==> config.mk <==
export PLATFORM = sky130hd
export DESIGN_NAME = ux607_wake_debounce
export DESIGN_NICKNAME = d
export VERILOG_FILES = /design/src/rtl/ux607_wake_pkg.sv /design/src/rtl/ux607_wake_debounce.sv
export SDC_FILE = /design/constraint.sdc
export NUM_CORES = 1
export LEC_CHECK = 0
export BUFFER_PORTS_ARGS = -buffer_cell sky130_fd_sc_hd__buf_2
export CAP_MARGIN = 20
export CORE_MARGIN = 10
export CORE_UTILIZATION = 56
export CTS_BUF_LIST = sky130_fd_sc_hd__clkbuf_8 sky130_fd_sc_hd__clkbuf_16
export CTS_CLUSTER_DIAMETER = 30
export DETAILED_ROUTE_END_ITERATION = 8
export PLACE_DENSITY = 0.8
export SLEW_MARGIN = 25
export SYNTH_ARGS = -nofsm -noshare
export SYNTH_HDL_FRONTEND = slang
export SYNTH_SLANG_ARGS = --single-unit
export TNS_END_PERCENT = 100
==> constraint.sdc <==
create_clock -name clock -period 2.7 [get_ports clock]
set_input_delay 0.27 -clock clock [delete_from_list [all_inputs] [get_ports clock]]
set_output_delay 0.27 -clock clock [all_outputs]
set_load 0.005 [all_outputs]
==> src/rtl/ux607_wake_pkg.sv <==
// Shared definitions for the wake-pin debounce block.
// Holds the FSM state encoding and the default counter width.
package ux607_wake_pkg;

  localparam int CNT_W_DEF = 16;

  typedef enum logic [1:0] {
    STABLE_LO = 2'd0,
    CHK_HI    = 2'd1,
    STABLE_HI = 2'd2,
    CHK_LO    = 2'd3
  } wake_state_e;

endpackage

==> src/rtl/ux607_wake_debounce.sv <==
// Wake-pin debouncer: io_d must hold a new level for io_cfg_thresh+2 sampled
// cycles before io_level follows; qualified edges latch a sticky wake-pending flag.
//
// state     | meaning
// ----------+---------------------------------------------
// STABLE_LO | debounced level 0, io_d agrees
// CHK_HI    | io_d went high, counting stable cycles
// STABLE_HI | debounced level 1, io_d agrees
// CHK_LO    | io_d went low, counting stable cycles
import ux607_wake_pkg::*;

module ux607_wake_debounce #(
  parameter int CNT_W = CNT_W_DEF
) (
  input  logic             clock,
  input  logic             reset,
  input  logic             io_d,
  input  logic             io_cfg_en,
  input  logic [CNT_W-1:0] io_cfg_thresh,
  input  logic             io_cfg_rise_en,
  input  logic             io_cfg_fall_en,
  input  logic             io_clr,
  output logic             io_level,
  output logic             io_rise,
  output logic             io_fall,
  output logic             io_pend,
  output logic             io_irq
);

  wake_state_e      state_q, state_d;
  logic [CNT_W-1:0] cnt_q, cnt_d;
  logic             level_q, level_d;
  logic             rise_q, rise_d;
  logic             fall_q, fall_d;
  logic             pend_q, pend_d;

  always_ff @(posedge clock or negedge reset) begin
    if (!reset) begin
      state_q <= STABLE_LO;
      cnt_q   <= '0;
      level_q <= 1'b0;
      rise_q  <= 1'b0;
      fall_q  <= 1'b0;
      pend_q  <= 1'b0;
    end else begin
      state_q <= state_d;
      cnt_q   <= cnt_d;
      level_q <= level_d;
      rise_q  <= rise_d;
      fall_q  <= fall_d;
      pend_q  <= pend_d;
    end
  end

  always_comb begin
    state_d = state_q;
    cnt_d   = cnt_q;
    level_d = level_q;
    rise_d  = 1'b0;
    fall_d  = 1'b0;
    pend_d  = pend_q;

    if (!io_cfg_en) begin
      // Disabled: abandon any check and park on the side io_level already reports.
      state_d = level_q ? STABLE_HI : STABLE_LO;
      cnt_d   = '0;
    end else begin
      if ((rise_q && io_cfg_rise_en) || (fall_q && io_cfg_fall_en)) begin
        pend_d = 1'b1;
      end else if (io_clr) begin
        pend_d = 1'b0;
      end

      case (state_q)
        STABLE_LO: begin
          if (io_d) begin
            state_d = CHK_HI;
            cnt_d   = '0;
          end
        end
        CHK_HI: begin
          if (!io_d) begin
            state_d = STABLE_LO;
            cnt_d   = '0;
          end else if (cnt_q >= io_cfg_thresh) begin
            state_d = STABLE_HI;
            cnt_d   = '0;
            level_d = 1'b1;
            rise_d  = 1'b1;
          end else begin
            cnt_d = cnt_q + CNT_W'(1);
          end
        end
        STABLE_HI: begin
          if (!io_d) begin
            state_d = CHK_LO;
            cnt_d   = '0;
          end
        end
        CHK_LO: begin
          if (io_d) begin
            state_d = STABLE_HI;
            cnt_d   = '0;
          end else if (cnt_q >= io_cfg_thresh) begin
            state_d = STABLE_LO;
            cnt_d   = '0;
            level_d = 1'b0;
            fall_d  = 1'b1;
          end else begin
            cnt_d = cnt_q + CNT_W'(1);
          end
        end
        default: begin
          state_d = STABLE_LO;
          cnt_d   = '0;
        end
      endcase
    end
  end

  assign io_level = level_q;
  assign io_rise  = rise_q;
  assign io_fall  = fall_q;
  assign io_pend  = pend_q;
  assign io_irq   = pend_q & io_cfg_en;

endmodule

* Yosys cells after proc, flatten, opt, wreduce, memory -nomap -nowiden
Cells that the tools add are included.
** Word-level totals
- Output and inout port bits :: 5
- Input bits :: 23
- Word-level logic and storage cells :: 60
- Register bits after elaboration :: 22
** Cells by class
- Order comparisons :: 1
- Add/subtract/negate cells :: 1
- Muxes and demuxes :: 30
- Eq/ne operators :: 11
- Bitwise operators :: 1
- Reductions and logical operators :: 10
** Operator list (number)
- 16-bit 2-to-1 mux :: 6
- 16-bit one-hot mux with 4 select lines :: 1
- 16-bit by 1-bit adder with 16-bit output, second input constant :: 1
- 16-bit greater-or-equal comparator :: 1
- 2-bit 2-to-1 mux :: 8
- 1-bit 2-to-1 mux :: 13
- 2-bit != test, second input constant :: 4
- 4-bit != test, second input constant :: 2
- 2-bit one-hot mux with 4 select lines :: 1
- 3-bit != test, second input constant :: 2
- 6-bit AND reduction :: 1
- 2-bit equality test, second input constant :: 2
- 2-bit AND reduction :: 2
- 4-bit AND reduction :: 1
- 2-bit nonzero test :: 2
- 2-bit by 1-bit equality test with 1-bit output, second input constant :: 1
- 1-bit logical AND :: 2
- 2-bit zero test :: 1
- 1-bit one-hot mux with 2 select lines :: 1
- 1-bit AND :: 1
- 1-bit logical OR :: 1

* Logic depth before layout (Yosys ltp)
Gate-level depths: netlist of the first run.
- Depth in word-level cells :: 5
- Gate-level depth with buffers :: 9
- Mapped depth without buffers :: 8

* Worst setup path before layout of the first run
Ideal clock, no wire load.
- Path kind :: register to register
- Start point :: register cnt_q[4]
- End point :: register level_q, in the netlist io_level
- Required time :: 2.576 ns
- Setup slack :: 0.604 ns
- Period minus slack after synthesis :: 2.096 ns
- Setup time :: 0.124 ns
- Buffers on the path :: 0
- Cell stages (with the launch flop) :: 8
- Data arrival time :: 1.972 ns
- Path through :: dfrtp_1 -> ha_1 -> nand2_1 -> or3_4 -> o221ai_2 -> a21oi_2 -> or2_1 -> a211o_1
** On the way
- Longest elaborated chain between the ends :: 3
- Elaborated cells on any way between the ends :: 4
- Those cells by class :: order compare: 1; eq/ne: 2; reduce/logical: 1
** Ends and longest elaborated chain
- start: declaration :: line ux607_wake_debounce.sv:31 : logic [CNT_W-1:0] cnt_q, cnt_d;
- start signal: assignment :: line ux607_wake_debounce.sv:47 : cnt_q <= cnt_d;
- 16-bit greater-or-equal comparator * :: line ux607_wake_debounce.sv:85, ux607_wake_debounce.sv:104
- 2-bit != test (no line)
- 6-bit AND reduction (no line) *
- end signal: assignment :: line ux607_wake_debounce.sv:48 : level_q <= level_d;
- end: declaration :: line ux607_wake_debounce.sv:32 : logic level_q, level_d;
Mark *: on every way between the ends. The rest lies on a longest branch, timed or not.
A chain may end at the register's enable or synchronous reset.

* Worst setup path after layout of the first run
- Start point :: register cnt_q[2]
- End point :: register cnt_q[3]
** On the way
- Longest elaborated chain between the ends :: 5
- Elaborated cells on any way between the ends :: 7
- Those cells by class :: add/sub: 1; order compare: 1; mux: 5
** Ends and longest elaborated chain
- 16-bit by 1-bit adder with 16-bit output or 16-bit greater-or-equal comparator (tied branches)
- 16-bit 2-to-1 mux * :: line ux607_wake_debounce.sv:85, ux607_wake_debounce.sv:104
- 16-bit 2-to-1 mux (on tied branches) :: line ux607_wake_debounce.sv:101, ux607_wake_debounce.sv:82
- 16-bit one-hot mux with 4 select lines * :: line ux607_wake_debounce.sv:74 : case (state_q)
- 16-bit 2-to-1 mux * :: line ux607_wake_debounce.sv:63 : if (!io_cfg_en) begin
Marks and branches as above.

==> results.sh, run 1 <==
export IMPL_status="finished, final reports clean"
export IMPL_wl_met2_um=1980
export IMPL_p_per_area_nw_per_um2=392
export IMPL_grt_usage_pct=14.8
export IMPL_slew_headroom_pct=66.4
export IMPL_grt_pass1_vias=1562
export IMPL_netlist_top_cells_count="inv_1, dfrtp_1, ha_1"
export IMPL_synth_edf_count=0
export IMPL_drc=0
export IMPL_hold_buffers=1
export IMPL_worstSkewPairLatency_ns=0.26
export IMPL_max_freq_ghz=0.428
export IMPL_critPathCaptureType="flip-flop"
export IMPL_ys_seq_area_share_pct=34.3
export IMPL_crit_family="compound AO/OA/AOI/OAI gates"
export IMPL_ys_flop_type="dfrtp_1"
export IMPL_worstPathRequired_ns=2.90
export IMPL_clock_sinks=22
export IMPL_antenna_found_initial=0
export IMPL_wl_um=3810
export IMPL_path_cells="ha_1 -> a211o_1 -> a31oi_1 -> o221ai_2 -> a21oi_2 -> and2_1 -> a22o_1"
export IMPL_worstSetupPathType="flip-flop to flip-flop"
export IMPL_slowest_delay_ns=0.47
export IMPL_fin_crit_ns=2.34
export IMPL_crit_path_max_fanout=8
export IMPL_rsz0062_at_grt="false"
export IMPL_cts_tree="done"
export IMPL_dp_cells=232
export IMPL_syn_to_final_growth_pct=13.6
export IMPL_drtPass1Iterations=4
export IMPL_core_um2=2760
export IMPL_start_kind="flip-flop"
export IMPL_worst_slew_pin_slew_ns=0.504
export IMPL_layout_drive_gt1_share_pct=21.4
export IMPL_rows=19
export IMPL_yosysTopAreaCellShare_pct=34.3
export IMPL_tns_ns=0
export IMPL_numCtsBuffers=3
export IMPL_clk_root_buffer_cell="clkbuf_8"
export IMPL_initial_core_util_pct=58.2
export IMPL_nets=247
export IMPL_syn_inst=177
export IMPL_hp_class="input port to flip-flop"
export IMPL_synth_top_cells_by_area="dfrtp_1, ha_1, a31oi_1"
export IMPL_ys_ff_latch=22
export IMPL_clkSlewWorstSetupHoldPaths_ns=0.08
export IMPL_cts_max_path_buffers=2
export IMPL_cts_setup_buffers=0
export IMPL_place_congestion=0.904
export IMPL_synth_most_common_cell="inv_1"
export IMPL_ys_warn_count=0
export IMPL_grt_max_degree=24
export IMPL_p_leak_nw=0.916
export IMPL_die_y_um=73.5
export IMPL_grt_ovfl_total=0
export IMPL_fillerInstances=228
export IMPL_die_w_um=73.5
export IMPL_htreeDepth=1
export IMPL_cp_buffers_inverters=0
export IMPL_syn_cell_area_um2=1610
export IMPL_ir_drop_v=0.000309
export IMPL_min_period_over_period_pct=86.6
export IMPL_synth_largest_area_cell="dfrtp_1"
export IMPL_cp_data_arrival_time_ns=2.54
export IMPL_cts_resized=0
export IMPL_slowest_stage="dfrtp_1"
export IMPL_io_pins=28
export IMPL_vias_per_cell=6.19
export IMPL_dieArea_um2=5410
export IMPL_port_buffer_count=27
export IMPL_routedWlPerCell_um=16.1
export IMPL_drtIter0Drc=63
export IMPL_synthArstFlopShare_pct=100
export IMPL_vias=1468
export IMPL_slew_violations=0
export IMPL_instances_no_fill=237
export IMPL_num_antenna_cells=0
export IMPL_grt_pass1_wl_um=6640
export IMPL_hold_viol=0
export IMPL_setup_violations=0
export IMPL_fin_worst_skew_ns=0.00663
export IMPL_synth_cell_type_count=44
export IMPL_ant_nets=0
export IMPL_wl_met3_um=187
export IMPL_synth_avg_cell_area_um2=9.07
export IMPL_syn_num_nets=217
export IMPL_max_cap_viol_count=0
export IMPL_top_layer="met4"
export IMPL_drt_met1_wl_um=1610
export IMPL_dpl_hpwl_um=2970
==> stage by stage <==
stage	cell area, um2	power [mW]	hold slack [ns]	util (%)	worst slack (ns)
2_1_floorplan	1610	0.437	-0.0256	-	0.604
3_3_place_gp	1760	0.474	0.261	63.8	0.494
3_5_place_dp	1760	0.481	0.267	63.8	0.432
4_1_cts	1820	0.717	0.238	66.2	0.408
5_1_grt	1820	0.754	0.240	66.2	0.253
6_report	1820	0.715	0.242	66.2	0.363
==> cell type report <==
class / instances / area (um2) / area share, %
multi-input cells: 126 / 926 / 50.8
flip-flops and latches: 22 / 551 / 30.2
repair buffers: 31 / 168 / 9.19
well taps: 31 / 38.8 / 2.13
clock buffers: 4 / 55.1 / 3.02
inverters: 23 / 86.3 / 4.73
==> worst paths after layout <==
kind | slack [ns] | end | startpoint | depth (start not counted)
setup / recovery | 0.36 | cnt_q[3] | cnt_q[2] | 7
hold / removal | 0.24 | io_fall | io_d | 2
setup reg to reg | 0.36 | cnt_q[3] | cnt_q[2] | 7
hold reg to reg | 0.54 | cnt_q[8] | cnt_q[8] | 1
max in group asynchronous | 1.85 | io_fall | reset | 2
min in group asynchronous | 0.50 | cnt_q[9] | reset | 2
==> layout by cell type (no fill, tap or decap), drive strengths merged, types with 4 or more instances in the layout <==
cell,instances
buf,30
nand3b,5
a31o,5
a22o,8
nand2,14
clkbuf,4
dfrtp,22
ha,17
nor2,10
nand3,8
a21oi,8
a31oi,16
inv,23
==> power by group <==
group          switching, mW  internal, mW
combinational         0.0755        0.0556
clock                  0.107         0.130
sequential           0.00926         0.337
total                  0.192         0.523
==> sequential cells by signal, summed over array words and instances, names as in the netlist, named ones only <==
| name | count |
|---|---|
| io_pend | 1 |
| io_rise | 1 |
| cnt_q | 16 |
| io_fall | 1 |
| io_level | 1 |
| state_q | 1 |
==> worst register-to-register path, delay by kind of cell, from the launching register on <==
| kind | cells | cell delay (ns) |
|---|---|---|
| compound gates | 5 | 1.14 |
| simple gates | 1 | 0.36 |
| flops | 1 | 0.47 |
| fa+ha+maj | 1 | 0.32 |
==> metal layers <==
metal | vias to the layer above | global-route usage (%)
met1 | 720 | 17.3
met2 | 35 | 25.4
met4 | 0 | 5.38
met5 | - | 0
met3 | 4 | 3.50
li1 | 709 | -
==> cells by family after synthesis <==
group / synth area share, %
AO/OA/AOI/OAI: 22.8
XOR/XNOR: 0.546
adder cells (fa/ha/maj): 13.2
buffers and inverters: 8.03
flip-flops: 34.3
AND/OR/NAND/NOR: 21.0
Power figures use the tool's default switching activity.
==> run 2, diff against run 1 <==
--- a/config.mk
+++ b/config.mk
@@ -8,11 +8,11 @@
 export BUFFER_PORTS_ARGS = -buffer_cell sky130_fd_sc_hd__buf_2
 export CAP_MARGIN = 20
 export CORE_MARGIN = 10
-export CORE_UTILIZATION = 56
+export CORE_UTILIZATION = 50
 export CTS_BUF_LIST = sky130_fd_sc_hd__clkbuf_8 sky130_fd_sc_hd__clkbuf_16
 export CTS_CLUSTER_DIAMETER = 30
 export DETAILED_ROUTE_END_ITERATION = 8
-export PLACE_DENSITY = 0.8
+export PLACE_DENSITY = 0.72
 export SLEW_MARGIN = 25
 export SYNTH_ARGS = -nofsm -noshare
 export SYNTH_HDL_FRONTEND = slang
==> results.sh, run 2 (synthesis gave the netlist of run 1 again) <==
export IMPL_finish_utilization_pct=60.3
export IMPL_start_kind="flip-flop"
export IMPL_clock_sinks=22
export IMPL_routedWlPerCell_um=14.9
export IMPL_worstSetupPathType="flip-flop to flip-flop"
export IMPL_nets=247
export IMPL_port_buffer_count=27
export IMPL_r2r_cells=7
export IMPL_clkSlewWorstSetupHoldPaths_ns=0.09
export IMPL_slew_violations=0
export IMPL_layout_drive_gt1_share_pct=21.4
export IMPL_hp_class="input port to flip-flop"
export IMPL_worstSkewPairLatency_ns=0.26
export IMPL_fillerInstances=275
export IMPL_fin_crit_ns=2.38
export IMPL_die_w_um=76.7
export IMPL_htreeDepth=1
export IMPL_p_leak_nw=0.916
export IMPL_initial_core_util_pct=52.6
export IMPL_status="finished, final reports clean"
export IMPL_max_freq_ghz=0.420
export IMPL_drc=0
export IMPL_critPathCaptureType="flip-flop"
export IMPL_r2r_end="cnt_q[1]"
export IMPL_r2r_start="cnt_q[2]"
export IMPL_grt_max_degree=24
export IMPL_regMostFlops="cnt_q"
export IMPL_crit_path_max_fanout=8
export IMPL_antenna_found_initial=0
export IMPL_p_per_area_nw_per_um2=389
export IMPL_slew_headroom_pct=66.4
export IMPL_numCtsBuffers=3
export IMPL_dpl_hpwl_um=2950
export IMPL_min_period_over_period_pct=88.3
export IMPL_clk_root_buffer_cell="clkbuf_8"
export IMPL_vias_per_cell=5.72
export IMPL_timing_hold_ws_ns=0.221
export IMPL_worstPathRequired_ns=2.90
export IMPL_rsz0062_at_grt="false"
export IMPL_place_congestion=0.870
export IMPL_worst_slew_pin_slew_ns=0.504
export IMPL_cts_resized=0
export IMPL_tns_ns=0
export IMPL_grt_usage_pct=12.4
export IMPL_largest_reg_flops=16
export IMPL_r2r_slack_ns=0.32
export IMPL_drtIter0Drc=97
export IMPL_grt_pass1_wl_um=6290
export IMPL_cp_data_arrival_time_ns=2.58
export IMPL_dieArea_um2=5880
export IMPL_setup_violations=0
export IMPL_wl_um=3730
export IMPL_fin_worst_skew_ns=0.00929
export IMPL_num_antenna_cells=0
export IMPL_syn_to_final_growth_pct=14.7
export IMPL_max_cap_viol_count=0
export IMPL_top_layer="met4"
export IMPL_grt_ovfl_total=0
export IMPL_cts_tree="done"
export IMPL_vias=1430
export IMPL_final_common_cell="buf_2"
export IMPL_ir_drop_v=0.000244
export IMPL_rows=20
export IMPL_mostFrequentLayoutCells="buf_2, inv_1, dfrtp_1"
export IMPL_whs_path_depth=2
export IMPL_drtPass1Iterations=4
export IMPL_wl_met2_um=1910
export IMPL_io_pins=28
export IMPL_core_um2=3050
export IMPL_hold_viol=0
export IMPL_grt_pass1_vias=1402
export IMPL_ant_nets=0
export IMPL_min_from="io_d"
export IMPL_cts_max_path_buffers=2
export IMPL_wl_met3_um=141
export IMPL_die_y_um=76.7
export IMPL_drt_met1_wl_um=1650
export IMPL_holdPathEnd="io_fall"
run 2: report_power, final:
| group | internal, mW | switching, mW | total, mW |
|---|---|---|---|
| Combinational | 0.0558 | 0.0738 | 0.130 |
| Sequential | 0.337 | 0.00982 | 0.347 |
| Clock | 0.130 | 0.109 | 0.239 |
run 2: timing repair:
item                                   CTS  global route
setup buffers                            0             0
endpoints found under the hold margin   22             0
hold buffers                             1             0
run 2: cell type report:
cell class / count / area [um2] / share of cell area [%]
flip-flops and latches: 22 / 551 / 29.9
inverters: 23 / 86.3 / 4.69
multi-input cells: 126 / 926 / 50.3
well taps: 44 / 55.1 / 2.99
repair buffers: 31 / 168 / 9.11
clock buffers: 4 / 55.1 / 2.99
run 2: worst max path at each step:
stage	startpoint	end	slack, ns	depth (start not counted)
after floorplan	cnt_q[4]	io_level	0.60	7
after global placement	cnt_q[2]	cnt_q[3]	0.46	7
after detailed placement	cnt_q[2]	cnt_q[1]	0.37	7
after CTS	cnt_q[2]	cnt_q[1]	0.33	7
after global routing	cnt_q[2]	cnt_q[1]	0.21	7
final	cnt_q[2]	cnt_q[1]	0.32	7
run 2: per-stage QoR:
| step | instances | cell area (um2) | total power, mW | setup slack, ns |
|---|---|---|---|---|
| 2_1_floorplan | 177 | 1610 | 0.437 | 0.604 |
| 3_3_place_gp | 245 | 1780 | 0.475 | 0.461 |
| 3_5_place_dp | 245 | 1780 | 0.482 | 0.368 |
| 4_1_cts | 250 | 1840 | 0.724 | 0.333 |
| 5_1_grt | 250 | 1840 | 0.753 | 0.214 |
| 6_report | 250 | 1840 | 0.715 | 0.317 |
run 2: routing by layer:
metal  vias up  GRT usage [%]
li1        707              -
met1       694           14.6
met2        23           22.6
met3         6           2.45
met4         0           2.60
met5         -              0
run 2: worst max-delay path, cell delays in order, from the launching register on:
cell and delay (ns):
dfrtp_1 0.46, ha_1 0.32, a211o_1 0.30, a31oi_1 0.23, o221ai_2 0.14, a21oi_2 0.29, and2_1 0.37, a22o_1 0.21
==> run 3, diff against run 2 <==
--- a/config.mk
+++ b/config.mk
@@ -5,6 +5,7 @@
 export SDC_FILE = /design/constraint.sdc
 export NUM_CORES = 1
 export LEC_CHECK = 0
+export ABC_AREA = 1
 export BUFFER_PORTS_ARGS = -buffer_cell sky130_fd_sc_hd__buf_2
 export CAP_MARGIN = 20
 export CORE_MARGIN = 10
@@ -17,4 +18,4 @@
 export SYNTH_ARGS = -nofsm -noshare
 export SYNTH_HDL_FRONTEND = slang
 export SYNTH_SLANG_ARGS = --single-unit
-export TNS_END_PERCENT = 100
+export TNS_END_PERCENT = 30
==> results.sh, run 3 <==
export IMPL_synth_compound_area_share_pct=12.1
export IMPL_ir_drop_v=0.000285
export IMPL_htreeDepth=1
export IMPL_cts_max_path_buffers=2
export IMPL_cts_tree="done"
export IMPL_fin_crit_ns=1.99
export IMPL_initial_core_util_pct=52.9
export IMPL_critPathCaptureType="flip-flop"
export IMPL_io_pins=28
export IMPL_final_common_cell="nand2_1"
export IMPL_ant_nets=0
export IMPL_slew_violations=0
export IMPL_drtPass1Iterations=7
export IMPL_num_antenna_cells=0
export IMPL_syn_cell_area_um2=1640
export IMPL_hp_class="input port to flip-flop"
export IMPL_die_w_um=77.3
export IMPL_worst_slew_pin_slew_ns=0.486
export IMPL_synth_adder_area_share_pct=13.0
export IMPL_regMostFlops="cnt_q"
export IMPL_rsz0062_at_grt="false"
export IMPL_worstSkewPairLatency_ns=0.27
export IMPL_grt_usage_pct=11.6
export IMPL_routedWlPerCell_um=11.3
export IMPL_synth_largest_area_cell="dfrtp_1"
export IMPL_r2r_cells=8
export IMPL_grt_pass1_wl_um=5950
export IMPL_multi_input_area_um2=913
export IMPL_syn_num_nets=263
export IMPL_start_kind="flip-flop"
export IMPL_clkPwrFrac_pct=33.1
export IMPL_syn_inst=223
export IMPL_whs_path_depth=2
export IMPL_timing_hold_ws_ns=0.298
export IMPL_drc=0
export IMPL_vias_per_cell=4.73
export IMPL_grt_pass1_vias=1329
export IMPL_vias=1405
export IMPL_ys_ff_latch=22
export IMPL_nets=294
export IMPL_ys_seq_area_share_pct=33.6
export IMPL_cp_data_arrival_time_ns=2.20
export IMPL_worstSetupPathType="flip-flop to flip-flop"
export IMPL_grt_max_degree=23
export IMPL_hold_viol=0
export IMPL_min_period_over_period_pct=73.7
export IMPL_worstPathRequired_ns=2.91
export IMPL_fin_worst_skew_ns=0.00320
export IMPL_crit_path_max_fanout=15
export IMPL_tns_ns=0
export IMPL_r2r_start="cnt_q[11]"
export IMPL_slew_headroom_pct=67.6
export IMPL_place_area_um2=1810
export IMPL_r2r_end="cnt_q[13]"
export IMPL_ys_flop_type="dfrtp_1"
export IMPL_max_cap_viol_count=0
export IMPL_r2r_slack_ns=0.71
export IMPL_holdPathEnd="io_pend"
export IMPL_cts_setup_buffers=0
export IMPL_die_y_um=77.3
export IMPL_synth_edf_count=0
export IMPL_switchingPower_mw=0.207
export IMPL_largest_reg_flops=16
export IMPL_seqPwrFrac_pct=49.1
export IMPL_synth_top_family_by_area="simple AND/OR/NAND/NOR gates"
export IMPL_p_leak_nw=1.03
export IMPL_synth_avg_cell_area_um2=7.36
export IMPL_dpl_hpwl_um=2650
export IMPL_port_buffer_count=27
export IMPL_instances_no_fill=297
export IMPL_antenna_found_initial=0
export IMPL_status="finished, final reports clean"
export IMPL_switching_share_pct=28.4
export IMPL_synthArstFlopShare_pct=100
export IMPL_synthMuxAreaShare_pct=0
export IMPL_rows=20
export IMPL_clock_sinks=22
export IMPL_dp_cells=292
export IMPL_setup_violations=0
export IMPL_yosysTopAreaCellShare_pct=33.6
export IMPL_netlist_top_cells_count="nand2_1, inv_1, dfrtp_1"
export IMPL_synth_simple_gate_area_share_pct=27.9
export IMPL_stdcell_area_um2=1880
export IMPL_layout_drive_gt1_share_pct=16.6
export IMPL_syn_to_final_growth_pct=14.4
export IMPL_place_congestion=0.839
export IMPL_dieArea_um2=5970
export IMPL_synth_cell_type_count=27
export IMPL_wl_um=3360
export IMPL_drtIter0Drc=101
export IMPL_fillerInstances=325
export IMPL_ys_warn_count=0
export IMPL_synth_most_common_cell="nand2_1"
export IMPL_cts_resized=0
export IMPL_layout_area_seq_um2=551
export IMPL_mostFrequentLayoutCells="nand2_1, inv_1, buf_2"
export IMPL_hold_buffers=1
export IMPL_grt_ovfl_total=0
export IMPL_clk_root_buffer_cell="clkbuf_8"
export IMPL_core_um2=3100
export IMPL_min_from="io_cfg_en"
export IMPL_max_freq_ghz=0.502
export IMPL_synth_top_cells_by_area="dfrtp_1, nand2_1, ha_1"
export IMPL_p_per_area_nw_per_um2=388
export IMPL_p_comb_share_pct=17.8
export IMPL_numCtsBuffers=3
export IMPL_clkSlewWorstSetupHoldPaths_ns=0.08
export IMPL_synth_xor_area_share_pct=2.67
export IMPL_intPower_mw=0.521
run 3: changes by cell type in the layout (fill, tap and decap cells not counted), sizes merged, moves of 6 or more:
cell / change
a31oi: -16
o21ai: +7
nand2: +47
a22o: -6
a21oi: +6
inv: +19
nor2: +14
run 3: area by class of cell:
type	instances	share of cell area, %
flip-flops and latches	22	29.3
well taps	44	2.93
clock buffers	4	2.93
inverters	42	8.40
repair buffers	28	7.73
multi-input cells	157	48.7
run 3: cell families after synthesis:
family | count (synthesis)
fa+ha+maj | 17
flops | 22
buf+inv | 44
xor+xnor | 5
compound gates | 34
simple gates | 101
run 3: power groups by stage:
| stage | clock network (mW) | registers, mW | logic (mW) |
|---|---|---|---|
| after floorplan | 0 | 0.361 | 0.0921 |
| after global placement | 0 | 0.364 | 0.129 |
| after detailed placement | 0 | 0.364 | 0.131 |
| after CTS | 0.249 | 0.358 | 0.133 |
| after global routing | 0.261 | 0.360 | 0.153 |
| final | 0.241 | 0.357 | 0.129 |
run 3: worst max-delay path, cell delays in order, from the launching register on:
cell and delay [ns]:
dfrtp_1 0.44, ha_1 0.33, a21oi_1 0.13, o21ai_0 0.11
a21oi_2 0.24, nand3_2 0.32, inv_1 0.20, nand3b_1 0.09
nand2_1 0.06
run 3: worst max-delay path by stage:
stage	start	cells past startpoint	end	slack [ns]
6_report	cnt_q[11]	8	cnt_q[13]	0.71
5_1_grt	cnt_q[11]	8	cnt_q[15]	0.51
4_1_cts	cnt_q[3]	12	cnt_q[15]	0.72
3_5_place_dp	cnt_q[11]	8	cnt_q[15]	0.74
3_3_place_gp	cnt_q[1]	12	cnt_q[15]	0.77
2_1_floorplan	cnt_q[11]	8	flip-flop	1.08
run 3: metrics by stage:
step | power [mW] | setup slack [ns] | utilization, %
CTS | 0.740 | 0.717 | 60.5
detailed placement | 0.495 | 0.744 | 58.4
floorplan | 0.453 | 1.08 | -
global placement | 0.493 | 0.773 | 58.4
finish | 0.728 | 0.709 | 60.5
global route | 0.774 | 0.508 | 60.5
run 3: per-layer routing:
| layer | track usage [%] | share of wire (%) |
|---|---|---|
| met2 | 18.7 | 45 |
| met5 | 0 | 0 |
| met3 | 2.80 | 3.3 |
| met4 | 2.74 | 1.1 |
| met1 | 15.2 | 51 |
